<file path="config.mk">
export PLATFORM = sky130hd
export DESIGN_NAME = uart_cmd_assembler
export DESIGN_NICKNAME = d
export VERILOG_FILES = /design/src/rtl/uart_cmd_assembler.sv
export SDC_FILE = /design/constraint.sdc
export NUM_CORES = 1
export LEC_CHECK = 0
export BUFFER_PORTS_ARGS = -buffer_cell sky130_fd_sc_hd__buf_4
export CAP_MARGIN = 20
export CORE_ASPECT_RATIO = 1.75
export CORE_MARGIN = 1.5
export CORE_UTILIZATION = 32
export DETAILED_ROUTE_END_ITERATION = 8
export SETUP_SLACK_MARGIN = 0.2
export SLEW_MARGIN = 20
export SYNTH_ARGS = -nofsm -noshare
export SYNTH_HDL_FRONTEND = slang
export SYNTH_SLANG_ARGS = --single-unit
</file>
<file path="constraint.sdc">
create_clock -name clk -period 4.8 [get_ports clk]
set_clock_uncertainty 0.15 [all_clocks]
set_input_delay 0.72 -clock clk [delete_from_list [all_inputs] [get_ports clk]]
set_output_delay 0.72 -clock clk [all_outputs]
set_load 0.05 [all_outputs]
</file>
<file path="src/rtl/uart_cmd_assembler.sv">
// Frames UART bytes into 16-bit commands (high byte first) with an inter-byte timeout,
// and forwards single response bytes from the command processor to the UART transmitter.
module uart_cmd_assembler #(
    parameter int TIMEOUT_CYC = 1_000_000
) (
    input  logic        clk,
    input  logic        rst_n,
    input  logic [7:0]  rx_data,
    input  logic        rx_rdy,
    output logic        clr_rx_rdy,
    output logic [15:0] cmd,
    output logic        cmd_rdy,
    input  logic        clr_cmd_rdy,
    input  logic [7:0]  resp,
    input  logic        send_resp,
    output logic [7:0]  tx_data,
    output logic        trmt,
    input  logic        tx_done,
    output logic        resp_sent,
    output logic        timeout_err
);

    // A one-cycle timeout still needs a 1-bit timer.
    localparam int TW = (TIMEOUT_CYC > 1) ? $clog2(TIMEOUT_CYC) : 1;
    localparam logic [TW-1:0] TIMER_LAST = TW'(TIMEOUT_CYC - 1);

    typedef enum logic {RX_HIGH, RX_LOW} rx_state_t;
    typedef enum logic {TX_IDLE, TX_BUSY} tx_state_t;

    rx_state_t      rx_state_q, rx_state_d;
    logic [7:0]     high_byte_q, high_byte_d;
    logic [TW-1:0]  timer_q, timer_d;
    logic [15:0]    cmd_q, cmd_d;
    logic           cmd_rdy_q, cmd_rdy_d;
    logic           timeout_err_q, timeout_err_d;

    tx_state_t      tx_state_q, tx_state_d;
    logic [7:0]     tx_data_q, tx_data_d;
    logic           trmt_q, trmt_d;
    logic           resp_sent_q, resp_sent_d;

    logic           capture_high;
    logic           complete_cmd;

    // Every presented byte is consumed immediately, in either RX state.
    assign clr_rx_rdy   = rx_rdy & rst_n;
    assign capture_high = (rx_state_q == RX_HIGH) & rx_rdy;
    assign complete_cmd = (rx_state_q == RX_LOW) & rx_rdy;

    always_comb begin
        rx_state_d    = rx_state_q;
        high_byte_d   = high_byte_q;
        timer_d       = timer_q;
        cmd_d         = cmd_q;
        timeout_err_d = 1'b0;
        case (rx_state_q)
            RX_HIGH: begin
                if (rx_rdy) begin
                    high_byte_d = rx_data;
                    timer_d     = '0;
                    rx_state_d  = RX_LOW;
                end
            end
            RX_LOW: begin
                if (rx_rdy) begin
                    cmd_d      = {high_byte_q, rx_data};
                    rx_state_d = RX_HIGH;
                end else if (timer_q == TIMER_LAST) begin
                    timeout_err_d = 1'b1;
                    high_byte_d   = '0;
                    timer_d       = '0;
                    rx_state_d    = RX_HIGH;
                end else begin
                    timer_d = timer_q + 1'b1;
                end
            end
            default: rx_state_d = RX_HIGH;
        endcase
    end

    // Set has priority over both clear sources.
    assign cmd_rdy_d = complete_cmd | (cmd_rdy_q & ~clr_cmd_rdy & ~capture_high);

    always_comb begin
        tx_state_d  = tx_state_q;
        tx_data_d   = tx_data_q;
        trmt_d      = 1'b0;
        resp_sent_d = resp_sent_q;
        case (tx_state_q)
            TX_IDLE: begin
                if (send_resp) begin
                    tx_data_d   = resp;
                    trmt_d      = 1'b1;
                    resp_sent_d = 1'b0;
                    tx_state_d  = TX_BUSY;
                end
            end
            TX_BUSY: begin
                if (tx_done) begin
                    resp_sent_d = 1'b1;
                    tx_state_d  = TX_IDLE;
                end
            end
            default: tx_state_d = TX_IDLE;
        endcase
    end

    always_ff @(posedge clk or negedge rst_n) begin
        if (!rst_n) begin
            rx_state_q    <= RX_HIGH;
            high_byte_q   <= '0;
            timer_q       <= '0;
            cmd_q         <= '0;
            cmd_rdy_q     <= 1'b0;
            timeout_err_q <= 1'b0;
            tx_state_q    <= TX_IDLE;
            tx_data_q     <= '0;
            trmt_q        <= 1'b0;
            resp_sent_q   <= 1'b0;
        end else begin
            rx_state_q    <= rx_state_d;
            high_byte_q   <= high_byte_d;
            timer_q       <= timer_d;
            cmd_q         <= cmd_d;
            cmd_rdy_q     <= cmd_rdy_d;
            timeout_err_q <= timeout_err_d;
            tx_state_q    <= tx_state_d;
            tx_data_q     <= tx_data_d;
            trmt_q        <= trmt_d;
            resp_sent_q   <= resp_sent_d;
        end
    end

    assign cmd         = cmd_q;
    assign cmd_rdy     = cmd_rdy_q;
    assign timeout_err = timeout_err_q;
    assign tx_data     = tx_data_q;
    assign trmt        = trmt_q;
    assign resp_sent   = resp_sent_q;

endmodule

</file>
==> flow_metrics.py, run 1 <==
metrics = {
    "route": {
        "detail_route.first_pass.iterations": 8,
        "antenna_violating_nets_post_route": 0,
        "wirelength_microns": 5664,
        "num_vias": 1970,
        "detail_route.drc_violations": 6,
        "detailedRoute.firstIterationViolations": 130,
        "wl_per_cell_microns": 15.14,
        "mean_number_of_vias_per_cell": 5.267,
    },
    "timing": {
        "finalWorstPathRequiredPeriod_ps": 3145,
        "timing.setup.tns_ps": 0,
        "fin_worst_hold_slack_ps": 305.0,
        "max_slew_margin_pct": 50.30,
        "final-hold-violation-count": 0,
        "timing.final.setup_violations": 0,
        "report.final.slew_viol_count": 0,
        "clock.fmax_ghz": 0.3180,
        "timing.final.crit_share_pct": 65.52,
        "worstMarginPinSlew_ps": 745.6,
        "unrepaired_setup_endpoints_after_global_routing": "no",
    },
    "power_and_ir_drop": {
        "power_frac_clock_pct": 27.9,
        "power_frac_comb_pct": 38.8,
        "power.static_leakage_nw": 1.487,
        "vdd.ir_drop.worst_mv": 0.2667,
        "power_report.internal_total_mw": 1.345,
        "finalPower_mw": 2.243,
        "p_sw_uw": 897.8,
        "power.share.switching_pct": 40.03,
        "power_density_nw_per_um2": 666.1,
        "power_frac_seq_pct": 33.4,
    },
    "yosys": {
        "syn-mean-instance-area_sq_um": 11.56,
        "yosys.area_share.adder_pct": 1.424,
        "synthDistinctLibCells": 39,
        "synth_top_family_by_area": "compound AO/OA/AOI/OAI gates",
        "synthArstFlopShare_pct": 100.0,
        "post_synthesis_cells": 228,
        "synth_compound_area_share_pct": 12.91,
        "synthesis.area_sq_um": 2636,
        "yosysWarningCount": 0,
        "synthSimpleGateAreaFrac_pct": 12.58,
        "synth.mux.area_fraction_pct": 11.39,
        "syn_nets": 253,
        "dominantRegCellSynth": "sky130_fd_sc_hd__dfrtp_1",
        "synth-seq-area-share_pct": 55.05,
        "synth_xor_xnor_area_share_pct": 2.326,
        "synth_enable_flop_cells": 0,
        "yosys_register_bits": 58,
    },
    "cts": {
        "worst_skew_pair.late_latency_ps": 320,
        "postCtsHoldBufs": 0,
        "tritoncts.num_buffers": 9,
        "cts.sink_count": 58,
        "cts-htree-levels": 3,
        "clk_path_buf_depth": 2,
        "cts_root_buf": "sky130_fd_sc_hd__clkbuf_16",
        "cts_tree": "done",
        "postCtsSetupRepairBufs": 0,
        "post_cts_resized": 0,
        "worst_setup_hold_path_clk_slew_ps": 50,
    },
    "global_route": {
        "global_route.usage.met3_pct": 4.727,
        "grt_pass1_wl_microns": 9342,
        "globalRouteMet1Util_pct": 14.80,
        "grt.busiest_layer": "met2",
        "first_global_vias": 1998,
        "global_route.usage.met2_pct": 23.55,
        "grt.overflow.total": 0,
        "groute.usage.overall_pct": 13.89,
        "number_of_antenna_violations_at_the_first_check_in_global_routing": 0,
        "grt_start_max_net_pins": 60,
    },
    "place": {
        "place_congestion": 0.8379,
        "dpl.hpwl_microns": 3868,
        "placement.io_buffers": 50,
    },
    "critical_path": {
        "worstPathArrival_ps": 3230,
        "setup.worst_path.class": "flop to flop",
        "timing.rr.start": "rx_state_q",
        "r2r-end": "timer_q[19]",
        "critical_path_required_ps": 4890,
        "reg2reg_slack_ps": 1660,
        "critPathCaptureType": "flop",
        "cp_max_fo": 22,
        "worstRegToRegCells": 6,
        "critical_path_startpoint_category": "flop",
    },
    "die": {
        "total_i_o_pin_count": 51,
        "die_width_microns": 71.61,
        "die_area_sq_um": 8813,
        "initial_standard_cell_utilization_of_the_core_pct": 33.11,
        "core_region_area_sq_um": 7963,
        "die_h_microns": 123.1,
        "floorplan.rows": 43,
    },
    "finish": {
        "leading_cell_type_in_the_layout_fill_and_taps_excluded": "sky130_fd_sc_hd__dfrtp_1",
        "antenna_cells_inserted": 0,
        "commonest_cells_after_routing_fill_and_taps_aside": "sky130_fd_sc_hd__dfrtp_1, sky130_fd_sc_hd__buf_4, sky130_fd_sc_hd__mux2_2",
        "syn2layout_area_growth_pct": 27.72,
        "layout-drive-gt1-share_pct": 34.15,
        "nNetsFinal": 304,
    },
    "status": {
        "run_status": "complete, but fails checks",
        "violations": "DRC",
    },
    "run": {
        "max_cap_viol_count": 0,
    },
    "min_path": {
        "hold_path_class": "input pin to asynchronous set/reset pin",
    },
}
-- worst max-delay path by stage --
stage	slack (ps)	startpoint	endpoint
floorplan	2290	rx_rdy	timer_q[16]
global placement	1570	rx_rdy	timer_q[19]
detailed placement	1500	rx_rdy	timer_q[19]
CTS	1660	rx_state_q	timer_q[19]
global route	1490	rx_state_q	timer_q[19]
finish	1660	rx_state_q	timer_q[19]
-- routing by layer --
| metal | vias to the layer above | part of all wire [%] | routed length, microns |
|---|---|---|---|
| met1 | 970 | 40 | 2238 |
| met2 | 55 | 53 | 2985 |
| met5 | - | 0 | 0 |
| met3 | 14 | 4.9 | 278 |
| li1 | 931 | - | - |
| met4 | 0 | 2.9 | 162 |
-- power by group through the flow --
stage               combinational [mW]  clock [mW]  sequential (mW)
finish                           0.869       0.625            0.748
global route                     0.932       0.667            0.767
CTS                              0.878       0.646            0.747
detailed placement               0.878           0            0.756
global placement                 0.865           0            0.749
floorplan                        0.336           0             1.05
-- through the flow --
step	instance area (sq um)	cells	worst slack, ps	util (%)
finish	3367	374	1655	42.28
global route	3367	374	1486	42.28
CTS	3367	374	1656	42.28
detailed placement	3070	358	1504	38.56
global placement	3070	358	1575	38.56
floorplan	2636	228	2295	-
-- flip-flops by register name, indices dropped and copies added, names as in the netlist --
signal       count
cmd             16
cmd_rdy          1
high_byte_q      8
resp_sent        1
rx_state_q       1
timeout_err      1
timer_q         20
trmt             1
tx_data          8
tx_state_q       1
-- cells by family after synthesis --
family	Yosys count
XOR/XNOR	7
flip-flops	58
AO/OA/AOI/OAI	52
buffers and inverters	26
multiplexers	27
adder cells (fa/ha/maj)	3
AND/OR/NAND/NOR	55
-- synthesized netlist by cell type, types with 2 or more instances --
| cell | n | area [sq um] |
|---|---|---|
| sky130_fd_sc_hd__buf_6 | 2 | 22.52 |
| sky130_fd_sc_hd__nor4_1 | 3 | 18.77 |
| sky130_fd_sc_hd__o31ai_1 | 2 | 15.01 |
| sky130_fd_sc_hd__xnor2_1 | 7 | 61.31 |
| sky130_fd_sc_hd__nor2_1 | 3 | 11.26 |
| sky130_fd_sc_hd__inv_1 | 16 | 60.06 |
| sky130_fd_sc_hd__or4_4 | 3 | 33.78 |
| sky130_fd_sc_hd__nor3_1 | 5 | 25.02 |
| sky130_fd_sc_hd__clkbuf_1 | 7 | 26.28 |
| sky130_fd_sc_hd__nand2_1 | 12 | 45.04 |
| sky130_fd_sc_hd__ha_1 | 3 | 37.54 |
| sky130_fd_sc_hd__nand4_1 | 4 | 25.02 |
| sky130_fd_sc_hd__mux2i_1 | 3 | 30.03 |
| sky130_fd_sc_hd__o21ai_0 | 17 | 85.08 |
| sky130_fd_sc_hd__or2_2 | 2 | 12.51 |
| sky130_fd_sc_hd__o211ai_1 | 3 | 22.52 |
| sky130_fd_sc_hd__a21oi_1 | 9 | 45.04 |
| sky130_fd_sc_hd__nand3_1 | 7 | 35.03 |
| sky130_fd_sc_hd__dfrtp_1 | 58 | 1451 |
| sky130_fd_sc_hd__a22oi_1 | 14 | 105.1 |
| sky130_fd_sc_hd__mux2_2 | 24 | 270.3 |
| sky130_fd_sc_hd__or3_1 | 7 | 43.79 |
-- critical path: stages (launching register included) --
cell                      delay [ps]
sky130_fd_sc_hd__dfrtp_1         610
sky130_fd_sc_hd__inv_1           140
sky130_fd_sc_hd__ha_1            750
sky130_fd_sc_hd__nand3_1         320
sky130_fd_sc_hd__or4_4           580
sky130_fd_sc_hd__or3_1           350
sky130_fd_sc_hd__a22oi_1         150
-- layout make-up --
type / instances / area (sq um)
clock inverters: 5 / 53.80
clock buffers: 11 / 242.7
repair buffers: 50 / 375.4
inverters: 16 / 60.06
well taps: 90 / 112.6
flip-flops and latches: 58 / 1451
fillers: 741 / 4596
multi-input cells: 144 / 1071
No activity file was read; power rests on OpenSTA's default activity.
==> run 2: changes to the inputs <==
==> constraint.sdc (replaced) <==
create_clock -name clk -period 2.6 [get_ports clk]
set_clock_uncertainty 0.15 [all_clocks]
set_input_delay 0.39 -clock clk [delete_from_list [all_inputs] [get_ports clk]]
set_output_delay 0.39 -clock clk [all_outputs]
set_load 0.05 [all_outputs]
==> run 2 against run 1 <==
Net effect: the flow still finishes with violations (DRC); routed wire length increased by 1.4%; cell area increased by 2.2%; combinational power increased by 97%; clock power increased by 79%; cell count increased by 2.7%; non-clock buffer count increased by 11; critical path depth unchanged; total power increased by 87%; worst setup slack got worse by 1300 ps; first-iteration DRC count decreased by 25%; global-route usage increased by 0.18 points; largest cell class unchanged.
==> flow_metrics.py, run 2 (same netlist as run 1, synthesis figures left out) <==
metrics = {
    "status": {
        "violations": "DRC",
        "run_status": "complete, but fails checks",
    },
    "power_and_ir_drop": {
        "power_frac_comb_pct": 41.0,
        "finalPower_mw": 4.184,
        "power_density_nw_per_um2": 1217,
        "vdd.ir_drop.worst_mv": 0.5046,
        "power_frac_seq_pct": 32.3,
        "power.static_leakage_nw": 1.531,
        "power_report.internal_total_mw": 2.536,
        "power.share.switching_pct": 39.40,
        "p_sw_mw": 1.649,
        "power_frac_clock_pct": 26.7,
    },
    "cts": {
        "cts.sink_count": 58,
        "cts_root_buf": "sky130_fd_sc_hd__clkbuf_16",
        "cts_tree": "done",
        "cts-htree-levels": 3,
        "postCtsHoldBufs": 0,
        "post_cts_resized": 0,
        "tritoncts.num_buffers": 9,
        "clk_path_buf_depth": 2,
        "postCtsSetupRepairBufs": 0,
        "worst_skew_pair.late_latency_ps": 320,
        "worst_setup_hold_path_clk_slew_ps": 50,
    },
    "place": {
        "place_congestion": 0.7856,
        "dpl.hpwl_microns": 4111,
        "placement.io_buffers": 50,
        "place_ws_ps": 174.2,
        "placedCellCount": 368,
    },
    "finish": {
        "commonest_cells_after_routing_fill_and_taps_aside": "sky130_fd_sc_hd__buf_4, sky130_fd_sc_hd__dfrtp_1, sky130_fd_sc_hd__mux2_2",
        "layout-drive-gt1-share_pct": 36.05,
        "finish.cell_count_without_fillers": 384,
        "largest-register": "timer_q",
        "nNetsFinal": 315,
        "leading_cell_type_in_the_layout_fill_and_taps_excluded": "sky130_fd_sc_hd__buf_4",
        "largest_register_ffs": 20,
        "antenna_cells_inserted": 0,
        "syn2layout_area_growth_pct": 30.47,
    },
    "route": {
        "wl_per_cell_microns": 14.96,
        "detail_route.drc_violations": 7,
        "wirelength_microns": 5746,
        "mean_number_of_vias_per_cell": 5.148,
        "detail_route.first_pass.iterations": 9,
        "detailedRoute.firstIterationViolations": 98,
        "antenna_violating_nets_post_route": 0,
        "num_vias": 1977,
    },
    "timing": {
        "unrepaired_setup_endpoints_after_global_routing": "no",
        "finalWorstPathRequiredPeriod_ps": 2264,
        "report.final.slew_viol_count": 0,
        "timing.final.setup_violations": 0,
        "timing.setup.tns_ps": 0,
        "timing.final.crit_share_pct": 87.06,
        "final-hold-violation-count": 0,
        "fin_ws_ps": 336.5,
        "max_slew_margin_pct": 51.45,
        "worstMarginPinSlew_ps": 728.3,
        "clock.fmax_ghz": 0.4418,
    },
    "die": {
        "die_area_sq_um": 8813,
        "die_h_microns": 123.1,
        "total_i_o_pin_count": 51,
        "core_region_area_sq_um": 7963,
        "die_width_microns": 71.61,
        "floorplan.rows": 43,
        "initial_standard_cell_utilization_of_the_core_pct": 33.11,
    },
    "critical_path": {
        "worstPathArrival_ps": 2340,
        "cp_slowest_stage_delay_ps": 580,
        "critical_path_startpoint_category": "flop",
        "setup.worst_path.class": "flop to flop",
        "critical_path_required_ps": 2680,
        "ordered_cell_list_for_the_critical_path": "inv_1 -> ha_1 -> nand4_1 -> or4_4 -> or3_1 -> a22oi_1",
        "cp_max_fo": 5,
        "critPathCaptureType": "flop",
        "timing.critical_path.slowest_stage_cell": "sky130_fd_sc_hd__or4_4",
    },
    "global_route": {
        "first_global_vias": 1970,
        "grt.overflow.total": 0,
        "number_of_antenna_violations_at_the_first_check_in_global_routing": 0,
        "groute.usage.overall_pct": 14.07,
        "grt_start_max_net_pins": 59,
        "grt_pass1_wl_microns": 9508,
    },
    "min_path": {
        "hold_path_class": "input pin to asynchronous set/reset pin",
    },
    "run": {
        "max_cap_viol_count": 0,
    },
}
## run 2: cell types whose count changed in the layout (fill, tap and decap cells not counted)
cell,change
sky130_fd_sc_hd__buf_4,+11
sky130_fd_sc_hd__clkbuf_1,+1
sky130_fd_sc_hd__clkinv_2,-1
sky130_fd_sc_hd__clkinv_4,-1
## run 2: layout make-up
type	instances	area, sq um
Fill cell	730	4523
Sequential cell	58	1451
Multi-Input combinational cell	144	1071
Timing Repair Buffer	61	457.9
Clock buffer	12	246.5
Tap cell	90	112.6
Inverter	16	60.06
Clock inverter	3	40.04
## run 2: power groups by stage
stage / registers [mW] / clock network, mW / logic (mW)
2_1_floorplan: 1.93 / 0 / 0.622
3_3_place_gp: 1.36 / 0 / 1.70
3_5_place_dp: 1.37 / 0 / 1.73
4_1_cts: 1.35 / 1.15 / 1.73
5_1_grt: 1.39 / 1.19 / 1.83
6_report: 1.35 / 1.12 / 1.71
## run 2: path summary, 6_finish.rpt
check	cells after the start	start	slack (ps)	to
worst min register to register	1	tx_state_q	330	tx_state_q
worst max-delay path	6	rx_state_q	340	timer_q[16]
worst max register to register	6	rx_state_q	340	timer_q[16]
max in group asynchronous	2	rst_n	1730	high_byte_q[0]
worst min-delay path	2	rst_n	80	tx_data[6]
min in group clk	2	tx_done	100	tx_state_q
## run 2: critical path: cells and delay by family (launching register included)
| kind | cells | cell delay, ps |
|---|---|---|
| AO/OA/AOI/OAI | 1 | 160 |
| AND/OR/NAND/NOR | 3 | 1120 |
| buffers and inverters | 1 | 70 |
| adder cells (fa/ha/maj) | 1 | 330 |
| flip-flops | 1 | 350 |
## run 2: per-layer routing
layer  track usage [%]  wire [microns]  vias to the layer above
met4             7.665             121                        0
met3             2.934             217                        9
met1             15.36            2227                      969
met5                 0               0                        -
li1                  -               -                      952
met2             25.00            3180                       47
## run 2: per-stage QoR
| step | utilization [%] | area, sq um | hold WS [ps] |
|---|---|---|---|
| after global placement | 39.50 | 3146 | 323.1 |
| final | 43.20 | 3440 | 80.01 |
| after global routing | 43.20 | 3440 | 101.2 |
| after CTS | 43.10 | 3432 | 93.57 |
| after floorplan | - | 2638 | -55.59 |
| after detailed placement | 39.50 | 3146 | 330.4 |
==> run 3: changes to the inputs <==
--- a/config.mk
+++ b/config.mk
@@ -9,7 +9,7 @@
 export CAP_MARGIN = 20
 export CORE_ASPECT_RATIO = 1.75
 export CORE_MARGIN = 1.5
-export CORE_UTILIZATION = 32
+export CORE_UTILIZATION = 40
 export DETAILED_ROUTE_END_ITERATION = 8
 export SETUP_SLACK_MARGIN = 0.2
 export SLEW_MARGIN = 20
==> run 3 against run 2 <==
Net effect: the run now ends clean; clock power increased by 12%; via count shrank 0.61%; sequential share of layout area shrank 0.34 points; critical endpoint is now timer_q[13].
==> flow_metrics.py, run 3 (same netlist as run 1, synthesis figures left out) <==
metrics = {
    "finish": {
        "leading_cell_type_in_the_layout_fill_and_taps_excluded": "sky130_fd_sc_hd__buf_4",
        "nNetsFinal": 315,
        "antenna_cells_inserted": 0,
        "commonest_cells_after_routing_fill_and_taps_aside": "sky130_fd_sc_hd__buf_4, sky130_fd_sc_hd__dfrtp_1, sky130_fd_sc_hd__mux2_2",
        "finish.instance_area_sq_um": 3467,
        "largest-register": "timer_q",
        "multi_input_area_sq_um": 1071,
        "syn2layout_area_growth_pct": 31.51,
        "largest_register_ffs": 20,
        "num-fill-cells": 593,
        "ff_latch_area_sq_um": 1451,
        "layout-drive-gt1-share_pct": 36.61,
    },
    "route": {
        "antenna_violating_nets_post_route": 0,
        "detail_route.drc_violations": 0,
        "detailedRoute.firstIterationViolations": 107,
        "wirelength_microns": 5668,
        "num_vias": 1965,
        "mean_number_of_vias_per_cell": 5.212,
        "detail_route.first_pass.iterations": 4,
        "wl_per_cell_microns": 15.03,
    },
    "timing": {
        "clock.fmax_ghz": 0.4415,
        "worstMarginPinSlew_ps": 725.7,
        "unrepaired_setup_endpoints_after_global_routing": "no",
        "finalWorstPathRequiredPeriod_ps": 2265,
        "timing.final.crit_share_pct": 87.12,
        "report.final.slew_viol_count": 0,
        "max_slew_margin_pct": 51.52,
        "final-hold-violation-count": 0,
        "timing.final.setup_violations": 0,
        "fin_worst_hold_slack_ps": 89.23,
        "timing.setup.tns_ps": 0,
    },
    "cts": {
        "tritoncts.num_buffers": 9,
        "cts_root_buf": "sky130_fd_sc_hd__clkbuf_16",
        "cts_tree": "done",
        "worst_skew_pair.late_latency_ps": 330,
        "clk_path_buf_depth": 2,
        "cts-htree-levels": 3,
        "cts.sink_count": 58,
        "postCtsSetupRepairBufs": 0,
        "worst_setup_hold_path_clk_slew_ps": 50,
    },
    "place": {
        "place_congestion": 0.8316,
        "dpl-instance-area_sq_um": 3143,
        "dpl.hpwl_microns": 4080,
        "placement.io_buffers": 50,
    },
    "power_and_ir_drop": {
        "power_density_nw_per_um2": 1243,
        "vdd.ir_drop.worst_mv": 0.3796,
        "finalPower_mw": 4.308,
        "power.static_leakage_nw": 1.546,
    },
    "critical_path": {
        "cp_max_fo": 17,
        "critical_path_startpoint_category": "flop",
        "worstPathArrival_ps": 2310,
        "critical_path_required_ps": 2640,
        "setup.worst_path.class": "flop to flop",
        "critPathCaptureType": "flop",
    },
    "die": {
        "core_region_area_sq_um": 6441,
        "total_i_o_pin_count": 51,
        "initial_standard_cell_utilization_of_the_core_pct": 40.93,
        "floorplan.rows": 39,
        "die_width_microns": 64.37,
        "die_area_sq_um": 7106,
        "die_h_microns": 110.4,
    },
    "run": {
        "max_cap_viol_count": 0,
    },
    "global_route": {
        "first_global_vias": 1968,
        "groute.usage.overall_pct": 17.54,
        "number_of_antenna_violations_at_the_first_check_in_global_routing": 0,
        "grt_start_max_net_pins": 59,
        "grt_pass1_wl_microns": 9156,
        "grt.overflow.total": 0,
    },
    "status": {
        "run_status": "finished clean",
    },
    "min_path": {
        "hold_path_class": "input pin to asynchronous set/reset pin",
    },
}
==> run 3: cell count changes in the layout (fill, tap and decap cells not counted), sizes merged <==
cell,delta
bufinv,+1
clkbuf,-1
clkinvlp,+1
==> run 3: critical path, cell delays in order (launching register included) <==
cell,delay [ps]
sky130_fd_sc_hd__dfrtp_1,420
sky130_fd_sc_hd__or4_1,550
sky130_fd_sc_hd__or4_4,470
sky130_fd_sc_hd__o21ai_4,230
sky130_fd_sc_hd__buf_6,200
sky130_fd_sc_hd__a22oi_1,110
==> run 3: routing by layer <==
| metal | GRT usage, % | part of all wire [%] |
|---|---|---|
| met4 | 11.09 | 2.2 |
| met3 | 5.076 | 3.7 |
| met2 | 31.32 | 56 |
| met1 | 17.70 | 38 |
| met5 | 0 | 0 |
==> run 3: path summary, 6_finish.rpt <==
| path | cells past startpoint | endpoint | startpoint | slack [ps] |
|---|---|---|---|---|
| setup reg to reg | 5 | timer_q[13] | timer_q[15] | 330 |
| min in group clk | 2 | cmd_rdy | clr_cmd_rdy | 100 |
| setup / recovery | 5 | timer_q[13] | timer_q[15] | 330 |
| max in group asynchronous | 2 | timer_q[7] | rst_n | 1720 |
| hold reg to reg | 1 | tx_state_q | tx_state_q | 340 |
| hold / removal | 2 | cmd[8] | rst_n | 90 |
==> run 3: through the flow <==
step | std cells | setup slack (ps) | utilization [%]
finish | 377 | 335.0 | 53.83
global route | 377 | 242.6 | 53.83
CTS | 377 | 265.0 | 53.77
detailed placement | 361 | 189.1 | 48.80
global placement | 361 | 272.4 | 48.80
floorplan | 228 | 263.0 | -
==> run 3: layout make-up <==
| cell class | count | area share (%) |
|---|---|---|
| inverters | 16 | 1.732 |
| well taps | 82 | 2.959 |
| clock buffers | 11 | 7.001 |
| repair buffers | 61 | 13.32 |
| flip-flops and latches | 58 | 41.86 |
| multi-input cells | 144 | 30.89 |
| clock inverters | 5 | 2.237 |
==> run 3: repair_timing <==
action,4_1_cts,5_1_grt
gates resized for setup,0,1
setup endpoints to repair,0,2
hold buffers,0,0
==> run 3: report_power, final <==
group	switching [mW]	total (mW)	internal, mW
clock	0.394	1.25	0.860
sequential	0.173	1.35	1.18
combinational	1.09	1.70	0.613
total	1.66	4.31	2.65
